`config.mk`:
```
export PLATFORM = sky130hd
export DESIGN_NAME = conv_kernel_mac
export DESIGN_NICKNAME = d
export VERILOG_FILES = /design/src/rtl/conv_kernel_mac.sv
export SDC_FILE = /design/constraint.sdc
export NUM_CORES = 2
export LEC_CHECK = 0
export ABC_AREA = 1
export CORE_AREA = 2 2 273 275
export CTS_CLUSTER_SIZE = 14
export DETAILED_ROUTE_END_ITERATION = 12
export DIE_AREA = 0 0 275 277
export PLACE_DENSITY_LB_ADDON = 0.3
export SLEW_MARGIN = 0
export SYNTH_ARGS = -nofsm -noshare
export SYNTH_HDL_FRONTEND = slang
export SYNTH_SLANG_ARGS = --single-unit
export TNS_END_PERCENT = 100
```
`constraint.sdc`:
```
create_clock -name clk -period 15.65 [get_ports clk]
set_clock_uncertainty 0.1 [all_clocks]
set_input_delay 3.13 -clock clk [delete_from_list [all_inputs] [get_ports clk]]
set_output_delay 3.13 -clock clk [all_outputs]
set_load 0.01 [all_outputs]
```
`src/rtl/conv_kernel_mac.sv`:
```
// K x K convolution multiply-accumulate engine with a shadow/active configuration bank.
// Three registered stages: per-tap products, adder tree, round/shift/clamp.
module conv_kernel_mac #(
    parameter int unsigned KERNEL_SIZE = 3,
    parameter int unsigned DATA_WIDTH  = 8,
    parameter int unsigned COEF_WIDTH  = 8,
    parameter int unsigned SHIFT_WIDTH = 4
) (
    input  logic                                              clk,
    input  logic                                              rst,
    input  logic [KERNEL_SIZE*KERNEL_SIZE*DATA_WIDTH-1:0]     inPixel,
    input  logic                                              inPixelValid,
    input  logic                                              coefWrEn,
    input  logic [$clog2(KERNEL_SIZE*KERNEL_SIZE)-1:0]        coefAddr,
    input  logic signed [COEF_WIDTH-1:0]                      coefData,
    input  logic [SHIFT_WIDTH-1:0]                            cfgShift,
    input  logic [1:0]                                        cfgMode,
    input  logic                                              cfgCommit,
    output logic [DATA_WIDTH-1:0]                             outPixel,
    output logic                                              outPixelValid
);

    localparam int unsigned NPIX   = KERNEL_SIZE * KERNEL_SIZE;
    localparam int unsigned CENTRE = (NPIX - 1) / 2;
    localparam int unsigned PW     = DATA_WIDTH + COEF_WIDTH + 1;
    localparam int unsigned SW     = PW + $clog2(NPIX);
    localparam int unsigned EW     = SW + 2;

    localparam logic [1:0] MODE_ABS    = 2'd1;
    localparam logic [1:0] MODE_BYPASS = 2'd2;

    localparam logic signed [EW-1:0] PIX_MAX = EW'(2 ** DATA_WIDTH - 1);

    // Sharpen kernel: centre 5, the four direct neighbours -1, everything else 0.
    function automatic logic signed [COEF_WIDTH-1:0] default_coef(input int unsigned idx);
        int dr;
        int dc;
        dr = int'(idx / KERNEL_SIZE) - int'(CENTRE / KERNEL_SIZE);
        dc = int'(idx % KERNEL_SIZE) - int'(CENTRE % KERNEL_SIZE);
        if (dr == 0 && dc == 0) begin
            return COEF_WIDTH'(5);
        end
        if ((dr == 0 && (dc == 1 || dc == -1)) || (dc == 0 && (dr == 1 || dr == -1))) begin
            return COEF_WIDTH'(-1);
        end
        return '0;
    endfunction

    logic signed [COEF_WIDTH-1:0] shadow_coef_q [NPIX];
    logic signed [COEF_WIDTH-1:0] shadow_coef_d [NPIX];
    logic signed [COEF_WIDTH-1:0] active_coef_q [NPIX];
    logic signed [COEF_WIDTH-1:0] active_coef_d [NPIX];
    logic [SHIFT_WIDTH-1:0]       active_shift_q, active_shift_d;
    logic [1:0]                   active_mode_q, active_mode_d;

    logic                         s1_valid_q, s1_valid_d;
    logic signed [PW-1:0]         s1_prod_q [NPIX];
    logic signed [PW-1:0]         s1_prod_d [NPIX];
    logic [SHIFT_WIDTH-1:0]       s1_shift_q, s1_shift_d;
    logic [1:0]                   s1_mode_q, s1_mode_d;
    logic [DATA_WIDTH-1:0]        s1_centre_q, s1_centre_d;

    logic                         s2_valid_q, s2_valid_d;
    logic signed [SW-1:0]         s2_sum_q, s2_sum_d;
    logic [SHIFT_WIDTH-1:0]       s2_shift_q, s2_shift_d;
    logic [1:0]                   s2_mode_q, s2_mode_d;
    logic [DATA_WIDTH-1:0]        s2_centre_q, s2_centre_d;

    logic                         out_valid_q, out_valid_d;
    logic [DATA_WIDTH-1:0]        out_pixel_q, out_pixel_d;

    // Same-cycle write and commit: the write lands in shadow_d, which is what gets committed.
    always_comb begin
        shadow_coef_d  = shadow_coef_q;
        active_coef_d  = active_coef_q;
        active_shift_d = active_shift_q;
        active_mode_d  = active_mode_q;
        if (coefWrEn && (32'(coefAddr) < NPIX)) begin
            shadow_coef_d[coefAddr] = coefData;
        end
        if (cfgCommit) begin
            active_coef_d  = shadow_coef_d;
            active_shift_d = cfgShift;
            active_mode_d  = cfgMode;
        end
    end

    // Stage 1: per-tap products, config sampled alongside the window.
    always_comb begin
        logic signed [PW-1:0] pix_s;
        logic signed [PW-1:0] coef_s;
        pix_s       = '0;
        coef_s      = '0;
        s1_valid_d  = inPixelValid;
        s1_prod_d   = s1_prod_q;
        s1_shift_d  = s1_shift_q;
        s1_mode_d   = s1_mode_q;
        s1_centre_d = s1_centre_q;
        if (inPixelValid) begin
            for (int unsigned i = 0; i < NPIX; i++) begin
                pix_s        = PW'($signed({1'b0, inPixel[i*DATA_WIDTH +: DATA_WIDTH]}));
                coef_s       = PW'(active_coef_q[i]);
                s1_prod_d[i] = pix_s * coef_s;
            end
            s1_shift_d  = active_shift_q;
            s1_mode_d   = active_mode_q;
            s1_centre_d = inPixel[CENTRE*DATA_WIDTH +: DATA_WIDTH];
        end
    end

    // Stage 2: full-precision sum of all taps.
    always_comb begin
        s2_valid_d  = s1_valid_q;
        s2_sum_d    = s2_sum_q;
        s2_shift_d  = s2_shift_q;
        s2_mode_d   = s2_mode_q;
        s2_centre_d = s2_centre_q;
        if (s1_valid_q) begin
            s2_sum_d = '0;
            for (int unsigned i = 0; i < NPIX; i++) begin
                s2_sum_d = s2_sum_d + SW'(s1_prod_q[i]);
            end
            s2_shift_d  = s1_shift_q;
            s2_mode_d   = s1_mode_q;
            s2_centre_d = s1_centre_q;
        end
    end

    // Stage 3: optional magnitude, round-half-up shift, clamp to pixel range.
    always_comb begin
        logic signed [EW-1:0] val;
        logic signed [EW-1:0] rnd;
        logic signed [EW-1:0] res;
        val         = EW'(s2_sum_q);
        rnd         = '0;
        res         = '0;
        out_valid_d = s2_valid_q;
        out_pixel_d = out_pixel_q;
        if (s2_mode_q == MODE_ABS && s2_sum_q < 0) begin
            val = -val;
        end
        if (s2_shift_q != '0) begin
            rnd = EW'(1) << (s2_shift_q - SHIFT_WIDTH'(1));
        end
        res = (val + rnd) >>> s2_shift_q;
        if (s2_valid_q) begin
            if (s2_mode_q == MODE_BYPASS) begin
                out_pixel_d = s2_centre_q;
            end else if (res < 0) begin
                out_pixel_d = '0;
            end else if (res > PIX_MAX) begin
                out_pixel_d = PIX_MAX[DATA_WIDTH-1:0];
            end else begin
                out_pixel_d = res[DATA_WIDTH-1:0];
            end
        end
    end

    always_ff @(posedge clk or posedge rst) begin
        if (rst) begin
            for (int unsigned i = 0; i < NPIX; i++) begin
                shadow_coef_q[i] <= default_coef(i);
                active_coef_q[i] <= default_coef(i);
                s1_prod_q[i]     <= '0;
            end
            active_shift_q <= '0;
            active_mode_q  <= '0;
            s1_valid_q     <= 1'b0;
            s1_shift_q     <= '0;
            s1_mode_q      <= '0;
            s1_centre_q    <= '0;
            s2_valid_q     <= 1'b0;
            s2_sum_q       <= '0;
            s2_shift_q     <= '0;
            s2_mode_q      <= '0;
            s2_centre_q    <= '0;
            out_valid_q    <= 1'b0;
            out_pixel_q    <= '0;
        end else begin
            shadow_coef_q  <= shadow_coef_d;
            active_coef_q  <= active_coef_d;
            active_shift_q <= active_shift_d;
            active_mode_q  <= active_mode_d;
            s1_valid_q     <= s1_valid_d;
            s1_prod_q      <= s1_prod_d;
            s1_shift_q     <= s1_shift_d;
            s1_mode_q      <= s1_mode_d;
            s1_centre_q    <= s1_centre_d;
            s2_valid_q     <= s2_valid_d;
            s2_sum_q       <= s2_sum_d;
            s2_shift_q     <= s2_shift_d;
            s2_mode_q      <= s2_mode_d;
            s2_centre_q    <= s2_centre_d;
            out_valid_q    <= out_valid_d;
            out_pixel_q    <= out_pixel_d;
        end
    end

    assign outPixel      = out_pixel_q;
    assign outPixelValid = out_valid_q;

endmodule

```
==> summary.md <==
| Metric | Value |
|---|---|
| Ports | `104` |
| Setup Viol. Count Final | `0` |
| Critical hold path startpoint | `s1_centre_q[3]` |
| Vias after detailed routing | `roughly 29000` |
| CTS resizes | `0` |
| Post-synthesis async set-or-reset flop share | `100%` |
| Setup bufs post-CTS | `0` |
| Share of layout cells above drive strength 1 | `6.57%` |
| WL final | `93.9 mm` |
| Post-Syn Area | `slightly below 0.04 mm²` |
| Total CTS buffers | `43` |
| Full die area | `0.0762 mm²` |
| Hold path depth | `2` |
| RSZ-0062 raised after global routing | `false` |
| R2R Setup Slk | `just over 10 ns` |
| Clock buffer depth | `3` |
| CP max-delay cell | `clkdlybuf4s50_1` |
| Port Buf Inserts | `a little over 100` |
| Sink Count | `363` |
| Sequential fraction of the synthesis area | `23.4%` |
| WP data arrival | `roughly 8.2 ns` |
| Hold_buf cts | `0` |
| Fill cells | `6658` |
| Initial antenna violation count | `6` |
| Post-layout worst setup margin | `7.84 ns` |
| Synthesized area per cell | `approximately 8.3 µm²` |
| CTS tree | `built` |
| Core ar. | `about 0.074 mm²` |
| Skew-Pair Late Insertion Delay | `0.58 ns` |
| Routed WL per cell | `16.5 µm` |
| Crit path launch | `inPixel[4]` |
| Run status | `finished clean` |
| Post-synth top area share | `approximately a quarter` |
| R2r endpoint | `s2_sum_q[18]` |
| Final Core Density | `57.4%` |
| Routability cong. | `~0.93` |
| Crit Path Class | `input port to flop` |
| Row count | `100` |
| CP peak stage delay | `0.63 ns` |
| Initial core utilization | `53.2%` |
| H-tree levels | `2` |
| # DRC | `0` |
| First-pass GRT wire length | `156 mm` |
| Yosys cell types | `52` |
| Pre-CTS setup slack | `7.25 ns` |
| Worst hold path type | `flop to flop` |
| CTS clk-pin slew, worst paths | `about 0.06 ns` |
| Post-synth EDFFs | `0` |
| Reg2reg start | `s1_prod_q[121]` |
| Top Family by Delay on Critical Path | `adder cells` |
| FF+latch count, synth | `approximately 360` |
| Reg2reg path depth | `22` |
| Vias/cell | `around 5.2` |
| Syn Nets | `approximately 5700` |
| Worst relative slew slack | `27.7%` |
| Period minus WS final | `7.81 ns` |
| Final Cycle Share | `around 50%` |
| Cells after synthesis | `roughly 4700` |
| Final-report hold violation count | `0` |
| CTS root buf | `clkbuf_16` |
| CP endpoint kind | `flop` |
| Buf+Inv Stages, Crit Path | `4` |
| Most area-consuming cells after synthesis | `fa_1 (23%), dfrtp_1 (19%), ha_1 (14%)` |
| F_max | `about 0.13 GHz` |
| Vias in the first global route | `between 20000 and 30000` |
| CP max FO | `8` |
| Detailed router's first-iteration violation count | `roughly 2000` |
| Crit path launch type | `input port` |
| Total of max-cap violations | `0` |
| WHS Endpoint | `s1_centre_q[3]` |
| Critical path required time | `16.01 ns` |
| Post-synth top area cell | `fa_1` |
| Antenna-violating nets left | `0` |
| Area grow syn2layout | `7.82%` |
| Die height | `277 µm` |
| Grt ovf | `0` |
| TNS Setup | `0 ns` |
| TritonRoute pass-1 iters | `5` |
| Most used cell, CP | `nand2_1` |
| Primary FF master, synth | `dfrtp_1` |
| Largest net degree at the start of global routing | `112` |
| Yosys warnings | `0` |
| Total track usage | `25.9%` |
| DP HPWL | `74.8 mm` |
| Die width | `275 µm` |
| Final Max Slew Viols | `0` |
| Layout Nets | `5659` |
| Least-Margin Pin Slew | `1.08 ns` |
-- flip-flops by register name, indices dropped and copies added, names as in the netlist, 4 cells and up --
register / flops
active_coef_q: 72
s1_shift_q: 4
s2_shift_q: 4
s1_prod_q: 153
active_shift_q: 4
s2_sum_q: 21
outPixel: 8
shadow_coef_q: 72
s2_centre_q: 8
s1_centre_q: 8
-- Yosys cell counts, types with 63 or more instances --
cell	instances
dfstp_2	68
ha_1	425
nand3_1	141
or2_2	64
o21ai_0	282
inv_1	1038
a21oi_1	120
clkbuf_1	200
nor2_1	176
nand2_1	1102
xor2_1	63
dfrtp_1	295
fa_1	456
-- placed cells by master (no fill, tap or decap), types with 10 or more instances in the layout --
master	netlist	routed
a21o_1	23	23
a21oi_1	120	120
a31oi_1	23	23
and2_1	13	13
buf_4	1	13
clkbuf_1	200	10
clkbuf_16	0	45
clkdlybuf4s50_1	0	101
clkinv_1	12	12
dfrtp_1	295	295
dfstp_2	68	68
fa_1	456	456
ha_1	425	425
inv_1	1038	1036
mux2_2	53	53
nand2_1	1102	1102
nand2_2	14	14
nand3_1	141	141
nand4_1	13	13
nor2_1	176	176
o21ai_0	282	282
o21bai_1	18	18
o221ai_1	11	11
o31ai_1	15	15
or2_2	64	64
xnor2_1	41	41
xor2_1	63	63
-- cell families after synthesis --
group | count (synthesis) | synth area share [%]
simple gates | 1555 | 16.4
buf+inv | 1263 | 12.2
fa+ha+maj | 881 | 36.9
compound gates | 512 | 7.21
flops | 363 | 23.4
xor+xnor | 104 | 2.33
mux | 54 | 1.55
other cells | 1 | 0.00958
-- through the flow --
| step | std cells | hold slack [ns] | cell area, µm² |
|---|---|---|---|
| global route | 5687 | 0.395 | 42200 |
| CTS | 5686 | 0.369 | 42200 |
| finish | 5690 | 0.367 | 42200 |
| detailed placement | 5607 | 0.359 | 40700 |
| floorplan | 4733 | 0.252 | 39200 |
| global placement | 5607 | 0.355 | 40700 |
-- how the worst max path moves through the flow --
stage                       end  slack (ns)  depth (start not counted)
3_5_place_dp     s1_prod_q[135]        7.25                         25
4_1_cts           s1_prod_q[16]        7.86                         23
6_report         s1_prod_q[152]        7.84                         25
2_1_floorplan  active_coef_q[0]        2.46                          1
5_1_grt           s1_prod_q[33]        7.48                         23
3_3_place_gp     s1_prod_q[135]        7.35                         25
-- layer usage --
metal  global-route usage (%)  wire length (µm)  vias to the layer above  share of wire, %
met5                        0                11                        -             0.012
met4                     8.26              3140                        2               3.3
met3                     3.61              5320                      139               5.7
met2                     42.8             44600                      689                47
met1                     35.1             40800                    14400                43
li1                         -                 -                    14200                 -
-- worst reg2reg max path: stages (launching register included) --
cell and delay, ns:
dfrtp_1 0.49, fa_1 0.55, fa_1 0.51, inv_1 0.06, fa_1 0.52, inv_1 0.05, fa_1 0.48, ha_1 0.29
inv_1 0.10, fa_1 0.41, inv_1 0.10, a31oi_1 0.14, o21ai_1 0.25, a31oi_1 0.18, o21ai_1 0.22, nand2_1 0.08
nand2_1 0.06, nand2_1 0.04, nand2_1 0.08, a21boi_1 0.11, o21ai_0 0.21, xor2_1 0.31, o21ai_0 0.12
-- cell type report --
class	count	area (µm²)	share of cell area (%)
Inverter	1054	3970	9.40
Clock inverter	16	246	0.584
Timing Repair Buffer	114	1110	2.63
Antenna cell	4	10.0	0.0237
Tap cell	969	1210	2.87
Sequential cell	363	9170	21.7
Multi-Input combinational cell	3107	25200	59.8
Clock buffer	63	1270	3.02
Power is left out: the tool's default activity adds up to more than one toggle a clock period on the data nets, which glitch-free logic cannot reach.
